<file path="src/rtl/fixed_alu_pkg.sv">
// Shared definitions for the sequential fixed-point ALU: op codes, FSM encoding
// and the two's-complement saturation limits.
package fixed_alu_pkg;

    typedef enum logic [1:0] {
        OP_ADD = 2'b00,
        OP_SUB = 2'b01,
        OP_MUL = 2'b10,
        OP_INV = 2'b11
    } op_e;

    typedef enum logic [1:0] {
        ST_IDLE = 2'b00,
        ST_MUL  = 2'b01,
        ST_NORM = 2'b10
    } state_e;

    // Largest positive value of a width-bit two's-complement number.
    function automatic logic [63:0] max_pos(input int unsigned width);
        return (64'd1 << (width - 32'd1)) - 64'd1;
    endfunction

    // Magnitude of the most negative value; its low width bits are the 0x80..0 pattern.
    function automatic logic [63:0] min_neg(input int unsigned width);
        return 64'd1 << (width - 32'd1);
    endfunction

endpackage

</file>
<file path="src/rtl/fixed_alu_seq_if.sv">
// Request/response bundle between the operand registers and the fixed-point ALU.
interface fixed_alu_seq_if #(
    parameter int WIDTH = 16
);
    logic             start;
    logic [1:0]       op;
    logic [WIDTH-1:0] a;
    logic [WIDTH-1:0] b;
    logic             busy;
    logic             done;
    logic [WIDTH-1:0] result;
    logic             overflow;

    modport master (
        output start, op, a, b,
        input  busy, done, result, overflow
    );

    modport slave (
        input  start, op, a, b,
        output busy, done, result, overflow
    );
endinterface

</file>
<file path="src/rtl/fixed_mul_iter.sv">
// Unsigned shift-add multiplier core: load latches the operands, each step
// consumes one multiplier bit; after WIDTH steps prod_o holds the full product.
module fixed_mul_iter #(
    parameter int WIDTH = 16
) (
    input  logic                         clk,
    input  logic                         rst_n,
    input  logic                         load,
    input  logic                         step,
    input  logic [WIDTH-1:0]             mcand_i,
    input  logic [WIDTH-1:0]             mplier_i,
    output logic [$clog2(WIDTH+1)-1:0]   count_o,
    output logic [2*WIDTH-1:0]           prod_o
);
    localparam int CW = $clog2(WIDTH + 1);
    localparam int PW = 2 * WIDTH;
    localparam logic [CW-1:0] CNT_ONE = {{(CW-1){1'b0}}, 1'b1};

    logic [PW-1:0]    mcand_q, mcand_d;
    logic [PW-1:0]    acc_q, acc_d;
    logic [WIDTH-1:0] mplier_q, mplier_d;
    logic [CW-1:0]    cnt_q, cnt_d;

    // Load clears the accumulator; a step adds the shifted multiplicand on the current bit.
    always_comb begin
        mcand_d  = mcand_q;
        acc_d    = acc_q;
        mplier_d = mplier_q;
        cnt_d    = cnt_q;
        if (load) begin
            mcand_d  = {{WIDTH{1'b0}}, mcand_i};
            mplier_d = mplier_i;
            acc_d    = {PW{1'b0}};
            cnt_d    = {CW{1'b0}};
        end else if (step) begin
            if (mplier_q[0]) begin
                acc_d = acc_q + mcand_q;
            end else begin
                acc_d = acc_q;
            end
            mcand_d  = {mcand_q[PW-2:0], 1'b0};
            mplier_d = {1'b0, mplier_q[WIDTH-1:1]};
            cnt_d    = cnt_q + CNT_ONE;
        end else begin
            cnt_d = cnt_q;
        end
    end

    // Datapath registers.
    always_ff @(posedge clk or negedge rst_n) begin
        if (!rst_n) begin
            mcand_q  <= {PW{1'b0}};
            acc_q    <= {PW{1'b0}};
            mplier_q <= {WIDTH{1'b0}};
            cnt_q    <= {CW{1'b0}};
        end else begin
            mcand_q  <= mcand_d;
            acc_q    <= acc_d;
            mplier_q <= mplier_d;
            cnt_q    <= cnt_d;
        end
    end

    assign count_o = cnt_q;
    assign prod_o  = acc_q;
endmodule

</file>
<file path="src/rtl/fixed_alu_seq.sv">
// Sequential Q-format ALU: one-cycle add/sub/invalid path, iterative sign-magnitude
// multiply with truncating normalisation, and saturate-or-wrap overflow handling.
module fixed_alu_seq
    import fixed_alu_pkg::*;
#(
    parameter int WIDTH    = 16,
    parameter int FRAC     = 8,
    parameter bit SATURATE = 1'b1
) (
    input  logic           clk,
    input  logic           rst_n,
    fixed_alu_seq_if.slave bus
);
    localparam int CW = $clog2(WIDTH + 1);
    localparam int PW = 2 * WIDTH;
    localparam logic [WIDTH-1:0] MAX_POS     = WIDTH'(max_pos(WIDTH));
    localparam logic [WIDTH-1:0] MIN_NEG     = WIDTH'(min_neg(WIDTH));
    localparam logic [PW-1:0]    MAX_POS_EXT = PW'(max_pos(WIDTH));
    localparam logic [PW-1:0]    MIN_NEG_EXT = PW'(min_neg(WIDTH));
    localparam logic [WIDTH-1:0] ONE_W       = {{(WIDTH-1){1'b0}}, 1'b1};
    localparam logic [CW-1:0]    LAST_CNT    = CW'(WIDTH - 1);

    state_e           state_q, state_d;
    logic             sign_q, sign_d;
    logic             done_q, done_d;
    logic [WIDTH-1:0] result_q, result_d;
    logic             overflow_q, overflow_d;
    logic             pend_q, pend_d;
    logic [WIDTH-1:0] pend_res_q, pend_res_d;
    logic             pend_ovf_q, pend_ovf_d;

    op_e              op_s;
    logic [WIDTH:0]   ext_a_s, ext_b_s, addsub_s;
    logic [WIDTH-1:0] addsub_res_s;
    logic             addsub_ovf_s;
    logic [WIDTH-1:0] abs_a_s, abs_b_s;
    logic             mul_load_s, mul_step_s;
    logic [CW-1:0]    mul_cnt_s;
    logic [PW-1:0]    prod_s, mag_s;
    logic [WIDTH-1:0] neg_s, norm_res_s;
    logic             norm_ovf_s;

    fixed_mul_iter #(.WIDTH(WIDTH)) u_mul (
        .clk      (clk),
        .rst_n    (rst_n),
        .load     (mul_load_s),
        .step     (mul_step_s),
        .mcand_i  (abs_a_s),
        .mplier_i (abs_b_s),
        .count_o  (mul_cnt_s),
        .prod_o   (prod_s)
    );

    // Add/sub one bit wider than the operands so the true result is always representable.
    always_comb begin
        op_s    = op_e'(bus.op);
        ext_a_s = {bus.a[WIDTH-1], bus.a};
        ext_b_s = {bus.b[WIDTH-1], bus.b};
        if (op_s == OP_SUB) begin
            addsub_s = ext_a_s - ext_b_s;
        end else begin
            addsub_s = ext_a_s + ext_b_s;
        end
        addsub_ovf_s = addsub_s[WIDTH] ^ addsub_s[WIDTH-1];
        if (addsub_ovf_s && SATURATE) begin
            addsub_res_s = addsub_s[WIDTH] ? MIN_NEG : MAX_POS;
        end else begin
            addsub_res_s = addsub_s[WIDTH-1:0];
        end
        abs_a_s = bus.a[WIDTH-1] ? (~bus.a + ONE_W) : bus.a;
        abs_b_s = bus.b[WIDTH-1] ? (~bus.b + ONE_W) : bus.b;
    end

    // Truncating the magnitude before re-applying the sign rounds toward zero.
    always_comb begin
        mag_s = prod_s >> FRAC;
        neg_s = ~mag_s[WIDTH-1:0] + ONE_W;
        if (sign_q) begin
            norm_ovf_s = (mag_s > MIN_NEG_EXT);
            if (norm_ovf_s && SATURATE) begin
                norm_res_s = MIN_NEG;
            end else begin
                norm_res_s = neg_s;
            end
        end else begin
            norm_ovf_s = (mag_s > MAX_POS_EXT);
            if (norm_ovf_s && SATURATE) begin
                norm_res_s = MAX_POS;
            end else begin
                norm_res_s = mag_s[WIDTH-1:0];
            end
        end
    end

    // Controller: single-cycle ops go through a one-deep pending stage, mul walks MUL/NORM.
    always_comb begin
        state_d    = state_q;
        sign_d     = sign_q;
        done_d     = 1'b0;
        result_d   = result_q;
        overflow_d = overflow_q;
        pend_d     = 1'b0;
        pend_res_d = pend_res_q;
        pend_ovf_d = pend_ovf_q;
        mul_load_s = 1'b0;
        mul_step_s = 1'b0;
        if (pend_q) begin
            done_d     = 1'b1;
            result_d   = pend_res_q;
            overflow_d = pend_ovf_q;
        end else begin
            done_d = 1'b0;
        end
        case (state_q)
            ST_IDLE: begin
                if (bus.start) begin
                    case (op_s)
                        OP_ADD, OP_SUB: begin
                            pend_d     = 1'b1;
                            pend_res_d = addsub_res_s;
                            pend_ovf_d = addsub_ovf_s;
                        end
                        OP_MUL: begin
                            mul_load_s = 1'b1;
                            sign_d     = bus.a[WIDTH-1] ^ bus.b[WIDTH-1];
                            state_d    = ST_MUL;
                        end
                        default: begin
                            pend_d     = 1'b1;
                            pend_res_d = {WIDTH{1'b0}};
                            pend_ovf_d = 1'b1;
                        end
                    endcase
                end else begin
                    state_d = ST_IDLE;
                end
            end
            ST_MUL: begin
                mul_step_s = 1'b1;
                if (mul_cnt_s == LAST_CNT) begin
                    state_d = ST_NORM;
                end else begin
                    state_d = ST_MUL;
                end
            end
            ST_NORM: begin
                done_d     = 1'b1;
                result_d   = norm_res_s;
                overflow_d = norm_ovf_s;
                state_d    = ST_IDLE;
            end
            default: begin
                state_d = ST_IDLE;
            end
        endcase
    end

    // State and output registers.
    always_ff @(posedge clk or negedge rst_n) begin
        if (!rst_n) begin
            state_q    <= ST_IDLE;
            sign_q     <= 1'b0;
            done_q     <= 1'b0;
            result_q   <= {WIDTH{1'b0}};
            overflow_q <= 1'b0;
            pend_q     <= 1'b0;
            pend_res_q <= {WIDTH{1'b0}};
            pend_ovf_q <= 1'b0;
        end else begin
            state_q    <= state_d;
            sign_q     <= sign_d;
            done_q     <= done_d;
            result_q   <= result_d;
            overflow_q <= overflow_d;
            pend_q     <= pend_d;
            pend_res_q <= pend_res_d;
            pend_ovf_q <= pend_ovf_d;
        end
    end

    assign bus.busy     = (state_q != ST_IDLE);
    assign bus.done     = done_q;
    assign bus.result   = result_q;
    assign bus.overflow = overflow_q;
endmodule

</file>
<file path="src/flat_wrapper.sv">
// flat-port wrapper written by rule: the top's interface ports become plain ports
module fixed_alu_seq_flat import fixed_alu_pkg::*;
#(
    parameter int WIDTH    = 16,
    parameter int FRAC     = 8,
    parameter bit SATURATE = 1'b1
)
  (clk, rst_n, bus_start, bus_op, bus_a, bus_b, bus_busy, bus_done, bus_result, bus_overflow);
  fixed_alu_seq_if #(.WIDTH(WIDTH)) bus_i ();
  input  logic clk;
  input  logic rst_n;
  input wire logic [$bits(bus_i.start)-1:0] bus_start;
  input wire logic [$bits(bus_i.op)-1:0] bus_op;
  input wire logic [$bits(bus_i.a)-1:0] bus_a;
  input wire logic [$bits(bus_i.b)-1:0] bus_b;
  output wire logic [$bits(bus_i.busy)-1:0] bus_busy;
  output wire logic [$bits(bus_i.done)-1:0] bus_done;
  output wire logic [$bits(bus_i.result)-1:0] bus_result;
  output wire logic [$bits(bus_i.overflow)-1:0] bus_overflow;
  assign bus_i.start = bus_start;
  assign bus_i.op = bus_op;
  assign bus_i.a = bus_a;
  assign bus_i.b = bus_b;
  assign bus_busy = bus_i.busy;
  assign bus_done = bus_i.done;
  assign bus_result = bus_i.result;
  assign bus_overflow = bus_i.overflow;
  fixed_alu_seq #(.WIDTH(WIDTH), .FRAC(FRAC), .SATURATE(SATURATE)) u_core (.clk(clk), .rst_n(rst_n), .bus(bus_i));
endmodule
</file>
<file path="config.mk">
export PLATFORM = sky130hd
export DESIGN_NAME = fixed_alu_seq_flat
export DESIGN_NICKNAME = d
export VERILOG_FILES = /design/src/rtl/fixed_alu_pkg.sv /design/src/rtl/fixed_alu_seq_if.sv /design/src/rtl/fixed_mul_iter.sv /design/src/rtl/fixed_alu_seq.sv /design/src/flat_wrapper.sv
export SDC_FILE = /design/constraint.sdc
export NUM_CORES = 1
export LEC_CHECK = 0
export ABC_CLOCK_PERIOD_IN_PS = 4710
export CAP_MARGIN = 20
export CORE_ASPECT_RATIO = 0.75
export CORE_MARGIN = 2
export CORE_UTILIZATION = 60
export CTS_CLUSTER_DIAMETER = 150
export DETAILED_ROUTE_END_ITERATION = 8
export GPL_TIMING_DRIVEN = 0
export PLACE_DENSITY = 0.86
export SLEW_MARGIN = 10
export SYNTH_ARGS = -nofsm -noshare
export SYNTH_HDL_FRONTEND = slang
export SYNTH_SLANG_ARGS = --single-unit
</file>
<file path="constraint.sdc">
create_clock -name clk -period 4.71 [get_ports clk]
set_input_delay 0.942 -clock clk [delete_from_list [all_inputs] [get_ports clk]]
set_output_delay 0.942 -clock clk [all_outputs]
set_load 0.005 [all_outputs]
</file>
# Word-level counts from Yosys, hierarchy flattened

Cells that the tools add are included.

Register bits after elaboration: 124
Output and inout bits: 19

Add/sub/neg operators: 7
Order comparisons: 2
Eq/ne operators: 6
Muxes and demuxes: 37
Bitwise gates (word level): 6
Reductions and logical operators: 10

Operators by type and width:

| operator                | count |
|---|---|
| $mux W16                | 11 |
| $mux W32                | 5 |
| $add A16 B1 Y16 const B | 3 |
| $not A16 Y16            | 3 |
| $add A32 B32 Y32        | 1 |
| $pmux W16 S2            | 1 |
| $gt A24 B15 Y1 const B  | 1 |
| $gt A24 B16 Y1 const B  | 1 |
| $add A16 B16 Y17        | 1 |
| $mux W17                | 1 |
| $sub A16 B16 Y17        | 1 |
| $mux W1                 | 12 |
| $mux W5                 | 2 |
| $reduce_bool A2 Y1      | 4 |
| $mux W2                 | 3 |
| $reduce_and A3 Y1       | 2 |
| $add A5 B1 Y5 const B   | 1 |
| $eq A5 B4 Y1 const B    | 1 |
| $eq A2 B1 Y1 const B    | 2 |
| $eq A2 B2 Y1 const B    | 2 |
| $logic_not A2 Y1        | 2 |
| $pmux W2 S2             | 1 |
| $ne A3 B3 Y1 const B    | 1 |
| $pmux W1 S2             | 1 |
| 4 further kinds         | 5 |

# Longest topological paths before layout

Gate-level depths: netlist (run 1).

Depth after elaboration: 6
Depth in mapped cells: 18
Gate-level depth less buffers: 17

# Cells and area by module

From an unflattened synthesis (run 1), not the netlist that was laid out.

Cell total of the unflattened synthesis: 1040
Area, all modules: 8957.3 sq um

Modules (own cells, without submodules):

| module         | instances | cells an instance | area each (sq um) |
|---|---|---|---|
| fixed_mul_iter | 1         | 539               | 5014.8 |
| fixed_alu_seq  | 1         | 501               | 3942.5 |

# Least setup slack after synthesis (run 1)

No wires, ideal clock.

Kind: input port to flip-flop
Start point: in bus_b[2]
End point: reg u_core.pend_res_q[8]
Arrival: 4.483 ns
Required time: 4.589 ns
Path slack: 0.106 ns
Stages: 17
Cells stage by stage: or3_1 or3_1 or3_1 nor2_1 nand2_1 o21ai_0 xor2_1 ha_1 a21o_1 a211o_1 a21oi_1 a21oi_1 xnor2_2 nor3_1 buf_2 o21ai_0 a22o_1

Cells in the longest elaborated chain, start to end: 5

Ends and longest elaborated chain:

| what                                                        | RTL line                                 | source |
|---|---|---|
| start: declaration                                          | flat_wrapper.sv:15                       | `input wire logic [$bits(bus_i.b)-1:0] bus_b;` |
| $add A16 B16 Y17 / $sub A16 B16 Y17 (equally long branches) | fixed_alu_seq.sv:62, fixed_alu_seq.sv:60 |  |
| $mux W17 (*)                                                | fixed_alu_seq.sv:59                      | `if (op_s == OP_SUB) begin` |
| $mux W16 / $xor A1 B1 Y1 (equally long branches)            | fixed_alu_seq.sv:66, fixed_alu_seq.sv:64 |  |
| $mux W16 (*)                                                | fixed_alu_seq.sv:65                      | `if (addsub_ovf_s && SATURATE) begin` |
| $pmux W16 S2 (*)                                            | fixed_alu_seq.sv:117                     | `case (op_s)` |
| end signal: assignment                                      | fixed_alu_seq.sv:167                     | `pend_res_q <= {WIDTH{1'b0}};` |
| end signal: assignment                                      | fixed_alu_seq.sv:176                     | `pend_res_q <= pend_res_d;` |
| end: declaration                                            | fixed_alu_seq.sv:29                      | `logic [WIDTH-1:0] pend_res_q, pend_res_d;` |

Mark *: on every way between the ends. The rest lies on a longest branch, timed or not.
A chain may end at the register's enable or synchronous reset.

# Final worst setup path (run 1)

Start point: in bus_b[1]
End point: reg u_core.pend_res_q[6]

The elaborated chain is that of the path after synthesis.

==> results of run 1 <==
cells in the final DEF (no fill, tap or decap), types with 6 or more instances in the layout:
cell type	Yosys	routed
sky130_fd_sc_hd__o21a_1	8	8
sky130_fd_sc_hd__nand2_1	179	177
sky130_fd_sc_hd__nor2b_1	8	8
sky130_fd_sc_hd__a211oi_1	9	9
sky130_fd_sc_hd__buf_1	6	6
sky130_fd_sc_hd__inv_1	23	23
sky130_fd_sc_hd__ha_1	53	50
sky130_fd_sc_hd__clkbuf_1	48	45
sky130_fd_sc_hd__nand4_1	12	12
sky130_fd_sc_hd__nor2_1	76	75
sky130_fd_sc_hd__nand3_1	44	43
sky130_fd_sc_hd__o21bai_1	7	7
sky130_fd_sc_hd__a21o_1	14	14
sky130_fd_sc_hd__mux2i_1	22	22
sky130_fd_sc_hd__o31ai_1	14	14
sky130_fd_sc_hd__clkdlybuf4s50_1	0	46
sky130_fd_sc_hd__nand2b_1	15	14
sky130_fd_sc_hd__xnor2_1	44	43
sky130_fd_sc_hd__o21ai_0	83	78
sky130_fd_sc_hd__nor3_1	11	10
sky130_fd_sc_hd__a22o_1	7	7
sky130_fd_sc_hd__nor4_1	9	7
sky130_fd_sc_hd__a21oi_1	93	93
sky130_fd_sc_hd__or3_1	13	10
sky130_fd_sc_hd__clkbuf_16	0	17
sky130_fd_sc_hd__buf_4	0	7
sky130_fd_sc_hd__and3_1	8	8
sky130_fd_sc_hd__a31oi_1	30	30
sky130_fd_sc_hd__xor2_1	34	30
sky130_fd_sc_hd__dfrtp_1	124	124
metal layers:
layer	wire length (µm)	GRT usage (%)	part of all wire, %
met5	0	0	0
met4	859	12.5	3.0
met3	3190	10.1	11
met2	12500	53.7	44
met1	11800	48.0	42
repair_timing:
item                                    4_1_cts  5_1_grt
pin swaps                                     5        6
gates cloned                                  1        0
setup buffers                                 5        1
gates resized for setup                      26       34
endpoints found under the setup margin       17       16
sequential cells by signal (all words and copies together) (netlist names):
register and cells:
u_core.u_mul.mcand_q 32, u_core.u_mul.prod_o 32, u_core.bus.result 16, u_core.pend_res_q 16
u_core.u_mul.mplier_q 16, u_core.u_mul.count_o 5, u_core.state_q 2, u_core.bus.done 1
u_core.bus.overflow 1, u_core.pend_ovf_q 1, u_core.pend_q 1, u_core.sign_q 1
critical path: stages:
cell and delay (ns):
sky130_fd_sc_hd__dlygate4sd2_1 0.27, sky130_fd_sc_hd__or3_4 0.39, sky130_fd_sc_hd__or3_4 0.36, sky130_fd_sc_hd__or3_4 0.39, sky130_fd_sc_hd__nor2_4 0.12, sky130_fd_sc_hd__nand2_2 0.10, sky130_fd_sc_hd__o21ai_2 0.20, sky130_fd_sc_hd__xor2_2 0.23
sky130_fd_sc_hd__ha_4 0.24, sky130_fd_sc_hd__buf_4 0.15, sky130_fd_sc_hd__and3_1 0.22, sky130_fd_sc_hd__o211ai_1 0.16, sky130_fd_sc_hd__nand2b_1 0.13, sky130_fd_sc_hd__o311a_4 0.17, sky130_fd_sc_hd__or2_0 0.22, sky130_fd_sc_hd__buf_2 0.18
sky130_fd_sc_hd__maj3_1 0.36, sky130_fd_sc_hd__a22o_1 0.20
where the power goes:
part,switching (mW),total [mW],internal [mW],leakage (nW)
clock,0.511,1.37,0.861,0.300
combinational,2.02,3.36,1.34,2.69
sequential,0.462,2.00,1.54,1.58
cells by family after synthesis:
kind of cell / after synthesis / synth area share (%)
DFF: 124 / 34.6
muxes: 23 / 2.58
adders and majority gates: 57 / 8.07
and+or+nand+nor: 406 / 21.3
AOI/OAI and AO/OA: 321 / 22.3
buffers and inverters: 79 / 3.34
xor gates and xnor gates: 79 / 7.81
area by class of cell:
| cell class | count | area [µm²] |
|---|---|---|
| Antenna cell | 1 | 2.50 |
| Buffer | 55 | 216 |
| Clock buffer | 19 | 453 |
| Clock inverter | 13 | 164 |
| Fill cell | 1065 | 3930 |
| Inverter | 23 | 86.3 |
| Multi-Input combinational cell | 886 | 5730 |
| Sequential cell | 124 | 3100 |
| Tap cell | 200 | 250 |
| Timing Repair Buffer | 62 | 618 |
worst max path at each step:
stage | start | to | slack (ns) | cells past startpoint
after floorplan | bus_b[2] | u_core.pend_res_q[8] | 0.11 | 17
after global placement | rst_n | u_core.u_mul.mplier_q[7] | -2.09 | 1
after detailed placement | bus_b[2] | u_core.pend_res_q[8] | -1.05 | 18
after CTS | bus_b[0] | u_core.pend_res_q[8] | 0.001 | 18
after global routing | bus_b[1] | u_core.pend_res_q[6] | -0.08 | 18
final | bus_b[1] | u_core.pend_res_q[6] | -0.02 | 18
==> impl_results.html, run 1 <==
<table>
<tr><th>Metric</th><th>Value</th></tr>
<tr><th colspan="2">Job</th></tr>
<tr><td>Max-Cap Viols</td><td>0</td></tr>
<tr><th colspan="2">Clock network</th></tr>
<tr><td>Level count of the clock H-tree</td><td>4</td></tr>
<tr><td>Later-pin clock latency in the skew report</td><td>0.43 ns</td></tr>
<tr><td>Maximum number of buffers from clock root to sink</td><td>2</td></tr>
<tr><td>Buffer type at the clock tree root</td><td>sky130_fd_sc_hd__clkbuf_16</td></tr>
<tr><td>Clock-pin transition on the worst setup and hold timing paths</td><td>0.06 ns</td></tr>
<tr><td>Number of CTS-inserted buffers</td><td>17</td></tr>
<tr><td>Sink count of the clock tree</td><td>124</td></tr>
<tr><td>Number of buffers inserted by hold repair at cts</td><td>0</td></tr>
<tr><td>TritonCTS clock tree</td><td>built</td></tr>
<tr><th colspan="2">Routing</th></tr>
<tr><td>Wire length after detailed routing</td><td>28,300 µm</td></tr>
<tr><td>Drt via density</td><td>6.56</td></tr>
<tr><td>Number of vias in the routed layout</td><td>9,069</td></tr>
<tr><td>Initial DRC Count</td><td>1,200</td></tr>
<tr><td>Remaining antenna violation count after routing</td><td>0</td></tr>
<tr><td>Detail-routed net length per standard cell</td><td>20.5 µm</td></tr>
<tr><td>1st-pass router iterations</td><td>8</td></tr>
<tr><td>Total DRC errors in the routed layout</td><td>0</td></tr>
<tr><th colspan="2">Timing</th></tr>
<tr><td>Number of failing setup endpoints in the final timing report</td><td>2</td></tr>
<tr><td>RSZ-0062 raised after global routing</td><td>true</td></tr>
<tr><td>Setup TNS</td><td>-0.0300 ns</td></tr>
<tr><td>Final worst path period share</td><td>100%</td></tr>
<tr><td>Setup slack of the critical path after layout</td><td>-0.0209 ns</td></tr>
<tr><td>Skew final</td><td>0.0125 ns</td></tr>
<tr><td>Number of hold-slack violations in the final timing report</td><td>0</td></tr>
<tr><td>Time the worst path needs with I/O delays and setup</td><td>4.73 ns</td></tr>
<tr><td>Maximum clock frequency</td><td>211 MHz</td></tr>
<tr><td>Measured slew at the worst slew-check pin</td><td>0.910 ns</td></tr>
<tr><td>Final number of max-transition violations</td><td>0</td></tr>
<tr><td>Worst hold margin</td><td>0.426 ns</td></tr>
<tr><td>Relative slew slack</td><td>39.1%</td></tr>
<tr><th colspan="2">Yosys</th></tr>
<tr><td>Most used flip-flop cell after synthesis</td><td>sky130_fd_sc_hd__dfrtp_1</td></tr>
<tr><td>Distinct cell type count after synthesis</td><td>74</td></tr>
<tr><td>Yosys reg bits</td><td>124</td></tr>
<tr><td>Part of the Yosys area used for sequential elements</td><td>34.6%</td></tr>
<tr><td>Async set or reset register ratio after synthesis</td><td>100%</td></tr>
<tr><td>Combined area of all synthesized cells</td><td>8960 µm²</td></tr>
<tr><td>Cell type contributing the most total cell area after synthesis</td><td>sky130_fd_sc_hd__dfrtp_1</td></tr>
<tr><td>Number of synthesized flops with an enable pin</td><td>0</td></tr>
<tr><td>Dominant cells by area after synthesis</td><td>sky130_fd_sc_hd__dfrtp_1, sky130_fd_sc_hd__nand2_1, sky130_fd_sc_hd__ha_1</td></tr>
<tr><td>Avg Synthesized Cell Area</td><td>8.23 µm²</td></tr>
<tr><td>Synthesized netlist cell count</td><td>1,089</td></tr>
<tr><td>Portion of synthesized cell area occupied by the leading cell type</td><td>34.6%</td></tr>
<tr><td>Commonest cells post-synth</td><td>sky130_fd_sc_hd__nand2_1, sky130_fd_sc_hd__dfrtp_1, sky130_fd_sc_hd__a21oi_1, sky130_fd_sc_hd__o21ai_0, sky130_fd_sc_hd__nor2_1</td></tr>
<tr><td>Most frequent cell after synthesis</td><td>sky130_fd_sc_hd__nand2_1</td></tr>
<tr><td>YS warnings</td><td>0</td></tr>
<tr><td>Synthesized Nets</td><td>1,181</td></tr>
<tr><th colspan="2">GRT</th></tr>
<tr><td>Global-route usage over all layers</td><td>35.1%</td></tr>
<tr><td>Largest net degree at the start of global routing</td><td>86</td></tr>
<tr><td>Antenna violations before repair</td><td>1</td></tr>
<tr><td>First-pass GRT wire length</td><td>43,800 µm</td></tr>
<tr><td>Vias in the first global route</td><td>8,360</td></tr>
<tr><td>Total gr overflow</td><td>0</td></tr>
<tr><th colspan="2">Critical path</th></tr>
<tr><td>Kind of launch point of the worst setup path</td><td>input pin</td></tr>
<tr><td>R2R cell count</td><td>11</td></tr>
<tr><td>Worst EP required</td><td>5.03 ns</td></tr>
<tr><td>Crit path capture type</td><td>flip-flop</td></tr>
<tr><td>Reg2reg end</td><td>u_core.u_mul.prod_o[24]</td></tr>
<tr><td>Register-to-register setup slack</td><td>1.17 ns</td></tr>
<tr><td>Worst setup path class</td><td>in2reg</td></tr>
<tr><td>Maximum net fanout on the critical path</td><td>8</td></tr>
<tr><td>Arrival time of the worst setup path</td><td>5.05 ns</td></tr>
<tr><td>Reg2Reg Launch Point</td><td>u_core.u_mul.mcand_q[0]</td></tr>
<tr><th colspan="2">Die</th></tr>
<tr><td>Initial cell density of the core</td><td>61.6%</td></tr>
<tr><td>Die ar.</td><td>15,900 µm²</td></tr>
<tr><td>Die width</td><td>145 µm</td></tr>
<tr><td>Number of standard-cell rows in the floorplan</td><td>38</td></tr>
<tr><td>Core ar.</td><td>14,500 µm²</td></tr>
<tr><td>Total I/O pin count</td><td>56</td></tr>
<tr><td>Die Ht</td><td>110 µm</td></tr>
<tr><th colspan="2">Finish</th></tr>
<tr><td>Count of nets after finishing</td><td>1,261</td></tr>
<tr><td>Share of final-layout standard cells stronger than drive strength 1</td><td>7.45%</td></tr>
<tr><td>Post-Layout Cell Count</td><td>1,383</td></tr>
<tr><td>Fin area</td><td>10,600 µm²</td></tr>
<tr><td>Post-layout utilization of the core</td><td>73.0%</td></tr>
<tr><td>Area Overhead vs Synth</td><td>18.6%</td></tr>
<tr><th colspan="2">Power and ir drop</th></tr>
<tr><td>Power, Total</td><td>6.73 mW</td></tr>
<tr><td>Cell Pwr Density</td><td>634 nW/µm²</td></tr>
<tr><td>Leak Pwr</td><td>4.57 nW</td></tr>
<tr><td>Maximum vdd ir drop</td><td>0.000483 V</td></tr>
<tr><th colspan="2">Place</th></tr>
<tr><td>Number of placed instances with taps included</td><td>1,344</td></tr>
<tr><td>Worst Setup Slack post-DPL</td><td>-1.05 ns</td></tr>
<tr><td>Post-Place Cell Area</td><td>9780 µm²</td></tr>
<tr><td>Gp weighted congestion</td><td>0.967</td></tr>
<tr><td>Number of port buffers</td><td>54</td></tr>
<tr><td>Dpl hpwl</td><td>19,300 µm</td></tr>
<tr><th colspan="2">Outcome</th></tr>
<tr><td>Violated checks</td><td>setup timing</td></tr>
<tr><td>Result of the run</td><td>complete, but fails checks</td></tr>
<tr><th colspan="2">Worst hold path</th></tr>
<tr><td>Kind of path behind the tightest hold check</td><td>in2async</td></tr>
</table>
No activity file was read; power rests on OpenSTA's default activity.
==> inputs of run 2 (changes only) <==
- SKIP_LAST_GASP: not set -> 1
==> impl_results.html, run 2 (synthesis gave the netlist of run 1 again) <==
<table>
<tr><th>Metric</th><th>Value</th></tr>
<tr><th colspan="2">Outcome</th></tr>
<tr><td>Result of the run</td><td>finished, final reports clean (was complete, but fails checks)</td></tr>
<tr><th colspan="2">Timing</th></tr>
<tr><td>Measured slew at the worst slew-check pin</td><td>0.879 ns (was 0.910 ns)</td></tr>
<tr><td>Relative slew slack</td><td>40.9% (was 39.1%)</td></tr>
<tr><td>RSZ-0062 raised after global routing</td><td>true (unchanged)</td></tr>
<tr><td>Number of hold-slack violations in the final timing report</td><td>0 (unchanged)</td></tr>
<tr><td>Number of failing setup endpoints in the final timing report</td><td>0 (was 2)</td></tr>
<tr><td>Final number of max-transition violations</td><td>0 (unchanged)</td></tr>
<tr><td>Final worst path period share</td><td>99.6% (was 100%)</td></tr>
<tr><td>Maximum clock frequency</td><td>213 MHz (was 211 MHz)</td></tr>
<tr><td>Time the worst path needs with I/O delays and setup</td><td>4.69 ns (was 4.73 ns)</td></tr>
<tr><td>Skew final</td><td>0.0112 ns (was 0.0125 ns)</td></tr>
<tr><th colspan="2">Clock network</th></tr>
<tr><td>Clock-pin transition on the worst setup and hold timing paths</td><td>0.06 ns (about the same)</td></tr>
<tr><td>Buffer type at the clock tree root</td><td>sky130_fd_sc_hd__clkbuf_16 (unchanged)</td></tr>
<tr><td>TritonCTS clock tree</td><td>built (unchanged)</td></tr>
<tr><td>Later-pin clock latency in the skew report</td><td>0.43 ns (about the same)</td></tr>
<tr><td>Level count of the clock H-tree</td><td>4 (unchanged)</td></tr>
<tr><td>Sink count of the clock tree</td><td>124 (unchanged)</td></tr>
<tr><td>Maximum number of buffers from clock root to sink</td><td>2 (unchanged)</td></tr>
<tr><td>Number of buffers inserted by hold repair at cts</td><td>0 (unchanged)</td></tr>
<tr><td>Number of CTS-inserted buffers</td><td>17 (unchanged)</td></tr>
<tr><th colspan="2">Routing</th></tr>
<tr><td>1st-pass router iterations</td><td>6 (was 8)</td></tr>
<tr><td>Initial DRC Count</td><td>1,285 (was 1,200)</td></tr>
<tr><td>Total DRC errors in the routed layout</td><td>0 (unchanged)</td></tr>
<tr><td>Detail-routed net length per standard cell</td><td>20.4 µm (was 20.5 µm)</td></tr>
<tr><td>Remaining antenna violation count after routing</td><td>0 (unchanged)</td></tr>
<tr><td>Number of vias in the routed layout</td><td>9,092 (was 9,069)</td></tr>
<tr><td>Wire length after detailed routing</td><td>28,300 µm (about the same)</td></tr>
<tr><td>Drt via density</td><td>6.57 (was 6.56)</td></tr>
<tr><th colspan="2">Die</th></tr>
<tr><td>Initial cell density of the core</td><td>61.6% (unchanged)</td></tr>
<tr><td>Die Ht</td><td>110 µm (unchanged)</td></tr>
<tr><td>Die width</td><td>145 µm (unchanged)</td></tr>
<tr><td>Die ar.</td><td>15,900 µm² (unchanged)</td></tr>
<tr><td>Core ar.</td><td>14,500 µm² (unchanged)</td></tr>
<tr><td>Total I/O pin count</td><td>56 (unchanged)</td></tr>
<tr><td>Number of standard-cell rows in the floorplan</td><td>38 (unchanged)</td></tr>
<tr><th colspan="2">GRT</th></tr>
<tr><td>Antenna violations before repair</td><td>1 (unchanged)</td></tr>
<tr><td>Vias in the first global route</td><td>8,360 (unchanged)</td></tr>
<tr><td>Largest net degree at the start of global routing</td><td>86 (unchanged)</td></tr>
<tr><td>Global-route usage over all layers</td><td>35.1% (unchanged)</td></tr>
<tr><td>First-pass GRT wire length</td><td>43,800 µm (unchanged)</td></tr>
<tr><td>Total gr overflow</td><td>0 (unchanged)</td></tr>
<tr><th colspan="2">Critical path</th></tr>
<tr><td>Maximum net fanout on the critical path</td><td>8 (unchanged)</td></tr>
<tr><td>Worst EP required</td><td>5.03 ns (about the same)</td></tr>
<tr><td>Ordered cell list for the critical path</td><td>dlygate4sd2_1 &gt; or3_4 &gt; or3_4 &gt; or3_4 &gt; nor2_4 &gt; nand2_2 &gt; o21ai_2 &gt; xor2_2 &gt; ha_4 &gt; buf_4 &gt; and3_1 &gt; o211ai_1 &gt; nand2b_1 &gt; o311a_4 &gt; or2_0 &gt; buf_2 &gt; maj3_1 &gt; a22o_1 (unchanged)</td></tr>
<tr><td>Critical path's slowest cell</td><td>sky130_fd_sc_hd__or3_4 (unchanged)</td></tr>
<tr><td>Crit path top cell by count</td><td>sky130_fd_sc_hd__or3_4 (unchanged)</td></tr>
<tr><td>Arrival time of the worst setup path</td><td>5.01 ns (was 5.05 ns)</td></tr>
<tr><td>Crit path capture type</td><td>flip-flop (unchanged)</td></tr>
<tr><td>Family with the most delay on the worst path</td><td>simple AND/OR/NAND/NOR gates (unchanged)</td></tr>
<tr><td>Worst setup path class</td><td>in2reg (unchanged)</td></tr>
<tr><td>Kind of launch point of the worst setup path</td><td>input pin (unchanged)</td></tr>
<tr><td>Number of buffers and inverters on the critical path</td><td>3 (unchanged)</td></tr>
<tr><td>Critical Path Max Stage Delay</td><td>0.39 ns (about the same)</td></tr>
<tr><th colspan="2">Finish</th></tr>
<tr><td>Leading cell types in the layout, fill and taps excluded</td><td>sky130_fd_sc_hd__nand2_1, sky130_fd_sc_hd__dfrtp_1, sky130_fd_sc_hd__a21oi_1 (unchanged)</td></tr>
<tr><td>Post-Layout Cell Count</td><td>1,383 (unchanged)</td></tr>
<tr><td>Count of nets after finishing</td><td>1,261 (unchanged)</td></tr>
<tr><td>Fin area</td><td>10,600 µm² (about the same)</td></tr>
<tr><td>Most common cell after layout, fill and taps aside</td><td>sky130_fd_sc_hd__nand2_1 (unchanged)</td></tr>
<tr><td>Post-layout utilization of the core</td><td>73.0% (about the same)</td></tr>
<tr><td>Share of final-layout standard cells stronger than drive strength 1</td><td>7.36% (was 7.45%)</td></tr>
<tr><td>Number of filler cells placed in the layout</td><td>1,067 (was 1,065)</td></tr>
<tr><td>Area Overhead vs Synth</td><td>18.5% (was 18.6%)</td></tr>
<tr><th colspan="2">Place</th></tr>
<tr><td>Number of port buffers</td><td>54 (unchanged)</td></tr>
<tr><td>Post-Place Cell Area</td><td>9780 µm² (unchanged)</td></tr>
<tr><td>Gp weighted congestion</td><td>0.967 (unchanged)</td></tr>
<tr><td>Dpl hpwl</td><td>19,300 µm (unchanged)</td></tr>
<tr><td>Number of placed instances with taps included</td><td>1,344 (unchanged)</td></tr>
<tr><th colspan="2">Power and ir drop</th></tr>
<tr><td>Maximum vdd ir drop</td><td>0.000479 V (was 0.000483 V)</td></tr>
<tr><td>Leak Pwr</td><td>4.57 nW (about the same)</td></tr>
<tr><td>Cell Pwr Density</td><td>634 nW/µm² (about the same)</td></tr>
<tr><td>Power, Total</td><td>6.73 mW (about the same)</td></tr>
<tr><th colspan="2">Job</th></tr>
<tr><td>Max-Cap Viols</td><td>0 (unchanged)</td></tr>
<tr><th colspan="2">Worst hold path</th></tr>
<tr><td>Kind of path behind the tightest hold check</td><td>in2async (unchanged)</td></tr>
</table>
run 2: final cells by class:
class	instances	area, µm²	share of cell area (%)
flip-flops and latches	124	3100	29.2
plain buffers	55	216	2.04
repair buffers	62	618	5.82
well taps	200	250	2.36
inverters	23	86.3	0.813
multi-input cells	886	5720	53.9
clock inverters	13	164	1.54
diodes	1	2.50	0.0236
clock buffers	19	453	4.27
run 2: through the flow:
step	setup TNS [ns]	hold slack, ns	setup WS [ns]
6_report	0	0.420	0.0182
5_1_grt	-0.357	0.456	-0.0796
4_1_cts	0	0.437	0.00120
3_5_place_dp	-15.38	0.476	-1.05
3_3_place_gp	-271.59	0.472	-2.09
2_1_floorplan	0	0.445	0.106
run 2: worst paths after layout:
| kind | from | end | slack, ns | cells after the start |
|---|---|---|---|---|
| max | bus_b[1] | u_core.pend_res_q[6] | 0.02 | 18 |
| min | rst_n | u_core.u_mul.prod_o[19] | 0.42 | 1 |
| max reg2reg | u_core.u_mul.mcand_q[0] | u_core.u_mul.prod_o[24] | 1.22 | 11 |
| min reg2reg | u_core.u_mul.prod_o[31] | u_core.u_mul.prod_o[31] | 0.50 | 1 |
| max in group asynchronous | rst_n | u_core.u_mul.mplier_q[0] | 3.57 | 2 |
| min in group clk | u_core.u_mul.prod_o[31] | u_core.u_mul.prod_o[31] | 0.50 | 1 |
run 2: repair_timing:
action / 4_1_cts / 5_1_grt
setup endpoints to repair: 17 / 16
cloned: 1 / 0
gates resized for setup: 26 / 33
hold endpoints to repair: 0 / 0
buffers inserted: 5 / 1
pin swaps: 5 / 6
run 2: metal layers:
layer	share of wire, %	wire, µm	GRT usage [%]
met3	12	3360	10.1
met2	44	12500	53.7
met4	2.8	797	12.5
met5	0	0	0
met1	41	11600	48.0
run 2: power breakdown:
| group | switching, mW | total, mW | internal, mW |
|---|---|---|---|
| Sequential | 0.462 | 2.00 | 1.54 |
| Clock | 0.516 | 1.38 | 0.861 |
| Combinational | 2.01 | 3.35 | 1.34 |
run 2: worst reg2reg max path: stages, from the launching register on:
cell,delay (ns)
sky130_fd_sc_hd__dfrtp_1,0.41
sky130_fd_sc_hd__ha_1,0.26
sky130_fd_sc_hd__inv_1,0.09
sky130_fd_sc_hd__fa_1,0.43
sky130_fd_sc_hd__nor2b_1,0.18
sky130_fd_sc_hd__o31a_1,0.19
sky130_fd_sc_hd__o41ai_1,0.11
sky130_fd_sc_hd__o31ai_1,0.73
sky130_fd_sc_hd__a41oi_1,0.35
sky130_fd_sc_hd__o21ai_0,0.34
sky130_fd_sc_hd__xnor2_1,0.16
sky130_fd_sc_hd__o21ai_0,0.09
==> inputs of run 3 (changes only) <==
- CELL_PAD_IN_SITES_DETAIL_PLACEMENT: not set -> 1
- CELL_PAD_IN_SITES_GLOBAL_PLACEMENT: not set -> 1
- CORE_UTILIZATION: 60 -> 50
- PLACE_DENSITY: 0.86 -> 0.92
==> impl_results.html, run 3 (synthesis gave the netlist of run 1 again) <==
<table>
<tr><th>Metric</th><th>Value</th></tr>
<tr><th colspan="2">Critical path</th></tr>
<tr><td>Crit path capture type</td><td>flip-flop (unchanged)</td></tr>
<tr><td>Kind of launch point of the worst setup path</td><td>input pin (unchanged)</td></tr>
<tr><td>Worst EP required</td><td>5.08 ns (was 5.03 ns)</td></tr>
<tr><td>Arrival time of the worst setup path</td><td>5.16 ns (was 5.01 ns)</td></tr>
<tr><td>Worst setup path class</td><td>in2reg (unchanged)</td></tr>
<tr><td>Maximum net fanout on the critical path</td><td>5 (was 8)</td></tr>
<tr><th colspan="2">Timing</th></tr>
<tr><td>Time the worst path needs with I/O delays and setup</td><td>4.79 ns (was 4.69 ns)</td></tr>
<tr><td>Measured slew at the worst slew-check pin</td><td>1.03 ns (was 0.879 ns)</td></tr>
<tr><td>Setup slack of the critical path after layout</td><td>-0.0779 ns (was 0.0182 ns)</td></tr>
<tr><td>Number of failing setup endpoints in the final timing report</td><td>4 (was 0)</td></tr>
<tr><td>Worst hold margin</td><td>0.468 ns (was 0.420 ns)</td></tr>
<tr><td>Skew final</td><td>0.0119 ns (was 0.0112 ns)</td></tr>
<tr><td>Maximum clock frequency</td><td>209 MHz (was 213 MHz)</td></tr>
<tr><td>Final number of max-transition violations</td><td>0 (unchanged)</td></tr>
<tr><td>Number of hold-slack violations in the final timing report</td><td>0 (unchanged)</td></tr>
<tr><td>Final worst path period share</td><td>102% (was 99.6%)</td></tr>
<tr><td>Relative slew slack</td><td>30.8% (was 40.9%)</td></tr>
<tr><th colspan="2">Routing</th></tr>
<tr><td>Sum of met2 wire segment lengths after detailed routing</td><td>16,400 µm (was 12,500 µm)</td></tr>
<tr><td>Total DRC errors in the routed layout</td><td>0 (unchanged)</td></tr>
<tr><td>Detail-routed net length per standard cell</td><td>24.7 µm (was 20.4 µm)</td></tr>
<tr><td>Drt via density</td><td>6.59 (was 6.57)</td></tr>
<tr><td>1st-pass router iterations</td><td>5 (was 6)</td></tr>
<tr><td>Wire length after detailed routing</td><td>35,500 µm (was 28,300 µm)</td></tr>
<tr><td>Number of vias in the routed layout</td><td>9,456 (was 9,092)</td></tr>
<tr><td>Routed metal-1 wirelength</td><td>15,100 µm (was 11,600 µm)</td></tr>
<tr><td>Uppermost layer routed</td><td>met4 (unchanged)</td></tr>
<tr><td>Initial DRC Count</td><td>952 (was 1,285)</td></tr>
<tr><td>Metal3 WL</td><td>3070 µm (was 3360 µm)</td></tr>
<tr><td>Remaining antenna violation count after routing</td><td>0 (unchanged)</td></tr>
<tr><th colspan="2">Clock network</th></tr>
<tr><td>Number of CTS-inserted buffers</td><td>17 (unchanged)</td></tr>
<tr><td>TritonCTS clock tree</td><td>built (unchanged)</td></tr>
<tr><td>Buffer type at the clock tree root</td><td>sky130_fd_sc_hd__clkbuf_16 (unchanged)</td></tr>
<tr><td>Level count of the clock H-tree</td><td>4 (unchanged)</td></tr>
<tr><td>Clock-pin transition on the worst setup and hold timing paths</td><td>0.07 ns (was 0.06 ns)</td></tr>
<tr><td>Maximum number of buffers from clock root to sink</td><td>2 (unchanged)</td></tr>
<tr><td>Number of buffers inserted by hold repair at cts</td><td>0 (unchanged)</td></tr>
<tr><td>Later-pin clock latency in the skew report</td><td>0.44 ns (was 0.43 ns)</td></tr>
<tr><td>Sink count of the clock tree</td><td>124 (unchanged)</td></tr>
<tr><th colspan="2">Power and ir drop</th></tr>
<tr><td>Power, Total</td><td>6.94 mW (was 6.73 mW)</td></tr>
<tr><td>Part of the power in registers</td><td>29.3% (was 29.7%)</td></tr>
<tr><td>Switching fraction of total power</td><td>46.7% (was 44.4%)</td></tr>
<tr><td>Cell-internal power</td><td>3.70 mW (was 3.74 mW)</td></tr>
<tr><td>Relative contribution of the clock network to total power</td><td>19.4% (was 20.5%)</td></tr>
<tr><td>Reported net switching power</td><td>3.24 mW (was 2.99 mW)</td></tr>
<tr><td>Maximum vdd ir drop</td><td>0.000471 V (was 0.000479 V)</td></tr>
<tr><td>Combinational cell fraction of total power</td><td>51.3% (was 49.8%)</td></tr>
<tr><td>Cell Pwr Density</td><td>644 nW/µm² (was 634 nW/µm²)</td></tr>
<tr><td>Leak Pwr</td><td>4.61 nW (was 4.57 nW)</td></tr>
<tr><th colspan="2">Die</th></tr>
<tr><td>Total I/O pin count</td><td>56 (unchanged)</td></tr>
<tr><td>Initial cell density of the core</td><td>50.9% (was 61.6%)</td></tr>
<tr><td>Die Ht</td><td>120 µm (was 110 µm)</td></tr>
<tr><td>Number of standard-cell rows in the floorplan</td><td>42 (was 38)</td></tr>
<tr><td>Die ar.</td><td>19,000 µm² (was 15,900 µm²)</td></tr>
<tr><td>Core ar.</td><td>17,600 µm² (was 14,500 µm²)</td></tr>
<tr><td>Die width</td><td>159 µm (was 145 µm)</td></tr>
<tr><th colspan="2">Outcome</th></tr>
<tr><td>Result of the run</td><td>complete, but fails checks (was finished, final reports clean)</td></tr>
<tr><td>Violated checks</td><td>setup timing</td></tr>
<tr><th colspan="2">Finish</th></tr>
<tr><td>Fin area</td><td>10,800 µm² (was 10,600 µm²)</td></tr>
<tr><td>Register cell area after layout</td><td>3100 µm² (unchanged)</td></tr>
<tr><td>Count of nets after finishing</td><td>1,270 (was 1,261)</td></tr>
<tr><td>Multi-input combinational cell area</td><td>5800 µm² (was 5720 µm²)</td></tr>
<tr><td>Post-layout utilization of the core</td><td>61.3% (was 73.0%)</td></tr>
<tr><td>Leading cell types in the layout, fill and taps excluded</td><td>sky130_fd_sc_hd__nand2_1, sky130_fd_sc_hd__dfrtp_1, sky130_fd_sc_hd__a21oi_1 (unchanged)</td></tr>
<tr><td>Share of final-layout standard cells stronger than drive strength 1</td><td>8.56% (was 7.36%)</td></tr>
<tr><td>Most common cell after layout, fill and taps aside</td><td>sky130_fd_sc_hd__nand2_1 (unchanged)</td></tr>
<tr><td>Area Overhead vs Synth</td><td>20.4% (was 18.5%)</td></tr>
<tr><td>Number of filler cells placed in the layout</td><td>2,094 (was 1,067)</td></tr>
<tr><th colspan="2">GRT</th></tr>
<tr><td>Antenna violations before repair</td><td>1 (unchanged)</td></tr>
<tr><td>Total gr overflow</td><td>0 (unchanged)</td></tr>
<tr><td>Largest net degree at the start of global routing</td><td>69 (was 86)</td></tr>
<tr><td>Vias in the first global route</td><td>9,536 (was 8,360)</td></tr>
<tr><td>Global-route usage over all layers</td><td>37.0% (was 35.1%)</td></tr>
<tr><td>First-pass GRT wire length</td><td>54,000 µm (was 43,800 µm)</td></tr>
<tr><th colspan="2">Place</th></tr>
<tr><td>Post-Place Cell Area</td><td>9830 µm² (was 9780 µm²)</td></tr>
<tr><td>Gp weighted congestion</td><td>0.920 (was 0.967)</td></tr>
<tr><td>Dpl hpwl</td><td>23,400 µm (was 19,300 µm)</td></tr>
<tr><td>Number of port buffers</td><td>54 (unchanged)</td></tr>
<tr><th colspan="2">Worst hold path</th></tr>
<tr><td>Kind of path behind the tightest hold check</td><td>in2async (unchanged)</td></tr>
<tr><th colspan="2">Job</th></tr>
<tr><td>Max-Cap Viols</td><td>0 (unchanged)</td></tr>
</table>
## run 3: cell types whose count changed in the layout (fill, tap and decap cells not counted), sizes merged
cell | before | now
buf | 19 | 28
bufinv | 3 | 2
clkdlybuf4s50 | 46 | 45
clkdlybuf4s15 | 0 | 1
clkinvlp | 2 | 3
## run 3: layout make-up
type,instances,share of cell area (%)
Antenna cell,1,0.0232
Buffer,55,2.06
Clock buffer,19,4.11
Clock inverter,13,1.31
Inverter,23,0.800
Multi-Input combinational cell,886,53.8
Sequential cell,124,28.8
Tap cell,242,2.81
Timing Repair Buffer,71,6.36
## run 3: metrics by stage
| stage | setup TNS, ns | setup slack (ns) | instances |
|---|---|---|---|
| 2_1_floorplan | 0 | 0.106 | 1089 |
| 3_3_place_gp | -284.70 | -2.19 | 1385 |
| 5_1_grt | -0.567 | -0.120 | 1433 |
| 6_report | -0.208 | -0.0779 | 1434 |
| 3_5_place_dp | -18.07 | -1.21 | 1386 |
| 4_1_cts | 0 | 0.0161 | 1427 |
## run 3: per-layer routing
metal	track usage (%)	vias to the layer above
met5	0	-
met4	12.0	0
met3	7.95	81
met2	58.0	511
met1	51.2	4761
li1	-	4103
## run 3: path summary, 6_finish.rpt
path                                    startpoint                 endpoint  slack [ns]  cells past startpoint
max in group asynchronous                    rst_n      u_core.bus.overflow        3.47                      2
min reg2reg                u_core.u_mul.prod_o[24]  u_core.u_mul.prod_o[24]        0.52                      2
max reg2reg                u_core.u_mul.mcand_q[0]  u_core.u_mul.prod_o[24]        1.08                     11
max                                       bus_b[1]    u_core.pend_res_q[13]       -0.08                     18
min                                          rst_n  u_core.u_mul.mcand_q[0]        0.47                      1
min in group clk           u_core.u_mul.prod_o[24]  u_core.u_mul.prod_o[24]        0.52                      2
## run 3: critical path, cell delays in order
cell and delay, ns:
sky130_fd_sc_hd__clkdlybuf4s15_1 0.21, sky130_fd_sc_hd__or3_4 0.36, sky130_fd_sc_hd__or3_4 0.40, sky130_fd_sc_hd__or3_4 0.38
sky130_fd_sc_hd__nor2_4 0.16, sky130_fd_sc_hd__nand2_4 0.09, sky130_fd_sc_hd__o21ai_4 0.26, sky130_fd_sc_hd__xor2_4 0.26
sky130_fd_sc_hd__ha_4 0.26, sky130_fd_sc_hd__a21o_1 0.19, sky130_fd_sc_hd__a211o_1 0.31, sky130_fd_sc_hd__a21oi_2 0.13
sky130_fd_sc_hd__a21oi_2 0.10, sky130_fd_sc_hd__xnor2_4 0.30, sky130_fd_sc_hd__nor3_4 0.10, sky130_fd_sc_hd__buf_4 0.14
sky130_fd_sc_hd__o31ai_1 0.34, sky130_fd_sc_hd__a22o_1 0.20
## run 3: power groups by stage
stage	Clock (mW)	Sequential, mW	Combinational, mW
2_1_floorplan	0	1.83	2.31
3_3_place_gp	0	1.97	3.08
3_5_place_dp	0	2.00	3.27
4_1_cts	1.34	2.00	3.41
5_1_grt	1.40	2.06	3.89
6_report	1.35	2.03	3.56
## run 3: repair_timing
item | in CTS | in global routing
pin swaps | 8 | 16
gates cloned | 1 | 0
endpoints found under the hold margin | 0 | 0
endpoints found under the setup margin | 17 | 16
gates resized for setup | 44 | 35
buffers inserted | 9 | 6
==> patch 1: new RTL, flow settings as in run 2 <==
The 3 states of `state_e` get a one-hot encoding in 3 bits.
--- a/src/rtl/fixed_alu_pkg.sv
+++ b/src/rtl/fixed_alu_pkg.sv
@@ -11,6 +11,6 @@
 
-    typedef enum logic [1:0] {
-        ST_IDLE = 2'b00,
-        ST_MUL  = 2'b01,
-        ST_NORM = 2'b10
+    typedef enum logic [2:0] {
+        ST_IDLE = 3'b001,
+        ST_MUL  = 3'b010,
+        ST_NORM = 3'b100
     } state_e;
Check against the original RTL: same outputs for any inputs over 10 cycles, from zero or initial values and one cycle with rst_n low; not proved beyond that.
==> patch 1 against run 2 <==
Setup slack better by 2.8 ps; via count fell by 4.2%; cell count is 0.94% lower; wire length is 8.1% lower; synthesized cell count is 1.9% lower; highest routed layer unchanged; clock skew decreased by 3.7 ps; final area about the same; critical path depth fell by 1; sequential cell count increased by 1; register-to-register slack got worse by 30 ps; synthesized area fell by 0.82%; count of clock-buffer cells in the layout fell by 2.
Power is not compared: it rests on default switching activity, and its combinational part moved more than twofold at a synthesized area within 25%.
==> patch 1: results (changes against run 2) <==
- Avg Cell Area, Syn: 8.32 um2 (+1.1%)
- GRT Overall Usage: 0.335 (-0.0158)
- Top Family by Delay on Critical Path: simple AND/OR/NAND/NOR gates
- Fin cells: 1370 (-0.94%)
- Worst slew pin tran: 934 ps (+55.2 ps)
- Share of layout cells above drive strength 1: 0.0983 (+0.0247)
- CP max stage cell: clkdlybuf4s50_1
- Sequential area share after synthesis: 0.352 (+0.00583)
- DRT Wirelength: 26000 um (-8.1%)
- Status: complete, no violations
- Final #Nets: 1249 (-0.95%)
- Synth top area cells: dfrtp_1 35%, nand2_1 7.9%, ha_1 7.5%, o21ai_0 5.0%, xnor2_1 4.6%
- Unique masters post-synth: 73 (-1.4%)
- Antenna violations before repair: 0 (-1)
- ANT cells: 0 (-1)
- Detailed placement HPWL: 18100 um (-6.5%)
- Synth cell count leaders: 187 x nand2_1, 124 x dfrtp_1, 88 x o21ai_0
- Crit path largest cell delay: 510 ps (+120 ps)
- Crit path max fanout: 10 (+2)
- Vias in the first global route: 8140 (-2.6%)
- First-pass GRT wire length: 41100 um (-6.1%)
- Pre-Repair DR Iteration Count: 6 (unchanged)
- Critical path arrival: 5000 ps (about the same)
- Largest net degree at the start of global routing: 92 (+7.0%)
- Number of vias per cell: 6.36 (-3.3%)
- GP Congestion: 0.990 (+2.4%)
- # port buffers: 53 (-1.9%)
- Clk_skew: 7.43 ps (-3.73 ps)
- 1st-iter DRT viols: 891 (-31%)
- CTS Buf Count: 17 (unchanged)
- Placed Cells: 1323 (-1.6%)
==> patch 1: changes by cell type in the layout (fill, tap and decap cells not counted), sizes merged, moves of 5 or more <==
cell and change:
o22ai -5, maj3 +13, o311ai -8, a22o -6, buf +6, or3 -5, o211ai +7, o221ai +7
nand3 -14, a21oi -13, o21ai +10, a31oi +10, nor4 -5, nand2 +7
==> patch 1: logic make-up (layout without fill, tap and decap cells) <==
group                    Yosys count  after routing  synth area share
adder cells (fa/ha/maj)           70             70            0.0971
multiplexers                      20             20            0.0225
XOR/XNOR                          85             86            0.0855
AND/OR/NAND/NOR                  390            390             0.200
buffers and inverters             73            174            0.0336
AO/OA/AOI/OAI                    305            305             0.209
flip-flops                       125            125             0.352
==> patch 1: worst paths after layout <==
check	depth (start not counted)	from	endpoint	slack [ps]
worst max-delay path	17	bus_b[3]	u_core.pend_ovf_q	20
worst min register to register	2	u_core.pend_res_q[5]	u_core.pend_res_q[5]	500
worst max register to register	11	u_core.u_mul.mcand_q[0]	u_core.u_mul.prod_o[30]	1190
max in group asynchronous	2	rst_n	u_core.state_q[0]	3540
min in group clk	2	u_core.pend_res_q[5]	u_core.pend_res_q[5]	500
worst min-delay path	1	rst_n	u_core.u_mul.mcand_q[17]	400
==> patch 1: cell type report <==
| class | instances | area (um2) |
|---|---|---|
| Multi-Input combinational cell | 871 | 5690 |
| Fill cell | 1025 | 3830 |
| Sequential cell | 125 | 3130 |
| Timing Repair Buffer | 70 | 678 |
| Clock buffer | 17 | 425 |
| Tap cell | 200 | 250 |
| Buffer | 53 | 230 |
| Clock inverter | 15 | 150 |
| Inverter | 19 | 71.3 |
==> patch 1: layer usage <==
layer | vias up | track usage | share of wire
li1 | 4002 | - | -
met1 | 4109 | 0.475 | 0.44
met2 | 506 | 0.495 | 0.43
met3 | 91 | 0.0819 | 0.098
met4 | 0 | 0.135 | 0.035
met5 | - | 0 | 0
==> patch 1: power by group through the flow <==
stage / sequential, mW / combinational, mW / clock, mW
6_report: 1.46 / 1.55 / 1.29
5_1_grt: 1.48 / 1.70 / 1.34
4_1_cts: 1.45 / 1.46 / 1.30
3_5_place_dp: 1.46 / 1.40 / 0
3_3_place_gp: 1.46 / 1.35 / 0
2_1_floorplan: 1.41 / 0.984 / 0
==> patch 1: per-stage QoR <==
stage	total power, mW	setup WS, ps	cell area, um2
after global routing	4.52	-44.1	10600
after floorplan	2.40	71.0	8890
final	4.30	21.0	10600
after detailed placement	2.87	-1020	9700
after CTS	4.20	0.435	10500
after global placement	2.81	-2100	9670
==> patch 1: what timing repair did <==
action,CTS,global route
setup buffers,7,7
resized for setup,29,27
gates cloned,2,0
pin swaps,11,15
hold endpoints to repair,0,0
endpoints found under the setup margin,17,17
==> patch 2: new RTL, flow settings as in run 2 <==
Made on the original files. `FRAC` is set to 8 in 2 places; all go to 6.
--- a/src/rtl/fixed_alu_seq.sv
+++ b/src/rtl/fixed_alu_seq.sv
@@ -6,3 +6,3 @@
     parameter int WIDTH    = 16,
-    parameter int FRAC     = 8,
+    parameter int FRAC     = 6,
     parameter bit SATURATE = 1'b1
--- a/src/flat_wrapper.sv
+++ b/src/flat_wrapper.sv
@@ -4,3 +4,3 @@
     parameter int WIDTH    = 16,
-    parameter int FRAC     = 8,
+    parameter int FRAC     = 6,
     parameter bit SATURATE = 1'b1
Function: same outputs for any inputs over 10 cycles, from zero or initial values and one cycle with rst_n low; that may be too few to reach the edited logic, so the function may still have changed.
==> patch 2 against run 2 <==
Setup slack better by 190 ps; synthesized area is 4.7% lower; clock power grew 7%; utilization grew 0.48 points; first-iteration DRC count is 43% lower; global-route usage decreased by 2.2 points; sequential power shrank 3%; power down 8.1%; critical path depth is 4 lower; wire length shrank 16%; sequential cell count unchanged; final area down 4.5%; non-clock buffer count decreased by 4; via count shrank 12%.
==> patch 2: results (changes against run 2) <==
- Status: complete, no violations
- Register share of the cell area: 0.306 (+0.0139)
- Seq pwr: 1.94 mW (-3%)
- Critical path arrival: 4800 ps (-210 ps)
- Unique masters post-synth: 61 (-18%)
- Min Clock Period, post-route: 4500 ps (-190 ps)
- Pre-CTS setup slack: -1110 ps (-59.4 ps)
- DIE AREA: 15200 um2 (-4.6%)
- Crit path max fanout: 10 (+2)
- Sequential area share after synthesis: 0.364 (+0.0173)
- Met3 usage: 0.0890 (-0.0123)
- GRT Overall Usage: 0.328 (-0.0223)
- Met1 WL: 10900 um (-6.3%)
- Detailed placement HPWL: 17600 um (-8.7%)
- Synth cell count leaders: 151 x nand2_1, 124 x dfrtp_1, 80 x o21ai_0
- Final #Nets: 1178 (-6.6%)
- Via count: 8033 (-12%)
- DRT Wirelength: 23800 um (-16%)
- Synth Area in Compound Gates: 0.220 (-0.00224)
- Detail Route met3 WL: 2190 um (-35%)
- Count of multi-input gates: 802 (-9.5%)
- Non-clock buffering overhead: 0.0815 (+0.00288)
- Number of fill cells: 986 (-7.6%)
- Worst slew pin tran: 905 ps (+25.6 ps)
- First-pass GRT wire length: 39000 um (-11%)
- Inverters, non-clock: 28 (+22%)
- Met2 GRT Util: 0.475 (-0.0624)
- Pre-Repair DR Iteration Count: 5 (-1)
- Fraction of area in multi-input gates: 0.516 (-0.0235)
- WL met2: 10400 um (-17%)
- Clk. pwr: 1.47 mW (+7%)
- 1st-iter DRT viols: 735 (-43%)
- CLK BUF: 19 (unchanged)
- Proportion of synthesized area in mux cells: 0.0164 (-0.00941)
- Synth top area cells: dfrtp_1 36%, ha_1 7.8%, nand2_1 6.6%, o21ai_0 4.7%, xnor2_1 4.6%
- ANT cells: 0 (-1)
- Worst IR Drop VDD: 0.425 mV (-11%)
- Clk_skew: 11.1 ps (-0.0754 ps)
- Synthesized net count: 1096 (-7.2%)
- Area growth from synthesis to layout: 18.7%
- Switching power: 2.51 mW (-16%)
- Non-clock buffer count: 113 (-3.4%)
- Adder-Cell Fraction of Synth Area: 0.0871 (+0.00637)
- Largest net degree at the start of global routing: 83 (-3.5%)
- GP Congestion: 0.969 (+0.21%)
- Clock buf/inv share: 0.0647 (+0.00660)
- Sw Ratio: 0.406 (-0.0389)
- Placed instance area: 9310 um2 (-4.8%)
- Flop-to-flop setup slack: 980 ps (-240 ps)
- # port buffers: 53 (-1.9%)
- Share of layout cells above drive strength 1: 0.0719 (-0.00172)
- Leakage Power: 4.59 nW (+0.39%)
- Post-Synth XOR/XNOR Area: 0.0882 (+0.0102)
- Slew HR: 0.392 (-0.0172)
- Antenna violations before repair: 0 (-1)
patch 2: changes by cell type after synthesis, moves of 6 or more:
cell,change
nand2_1,-28
a21oi_1,-16
nor2_1,-15
a221o_1,+9
or3_1,-9
a21o_1,+8
mux2i_1,-8
clkbuf_1,-7
nand2b_1,+7
xor2_1,+7
nand4_1,-6
patch 2: cells by family (layout without fill, tap and decap cells):
family | after synthesis | count (layout)
compound gates | 299 | 299
fa+ha+maj | 59 | 59
xor+xnor | 86 | 86
flops | 124 | 124
buf+inv | 78 | 173
mux | 14 | 14
simple gates | 344 | 344
patch 2: worst paths after layout:
path	startpoint	cells past startpoint	to
setup reg to reg	u_core.u_mul.mcand_q[1]	11	u_core.u_mul.prod_o[31]
setup / recovery	bus_b[5]	14	u_core.pend_res_q[11]
hold reg to reg	u_core.bus.result[12]	2	u_core.bus.result[12]
hold / removal	rst_n	1	u_core.u_mul.prod_o[24]
max in group asynchronous	rst_n	2	u_core.pend_res_q[4]
min in group clk	u_core.bus.result[12]	2	u_core.bus.result[12]
patch 2: stage by stage:
step,hold slack [ps],cells,TNS (ps)
after global placement,463,1232,-265100
after global routing,458,1274,0
final,424,1274,0
after floorplan,448,1004,0
after detailed placement,474,1233,-17220
after CTS,448,1270,0
patch 2: critical path: stages:
cell,delay (ps)
clkdlybuf4s50_1,520
or3_1,430
or3_4,380
nand2_1,120
xor2_2,180
ha_2,340
a2111oi_4,380
a21o_1,190
o31ai_2,110
a221oi_2,330
xnor2_2,170
o21a_1,220
buf_2,180
a221o_1,320
patch 2: repair_timing:
action                     CTS  global route
setup buffers                5             4
resized for setup           11            21
hold buffers                 0             0
setup endpoints to repair   17            16
pin swaps                    6             8
cloned                       0             0
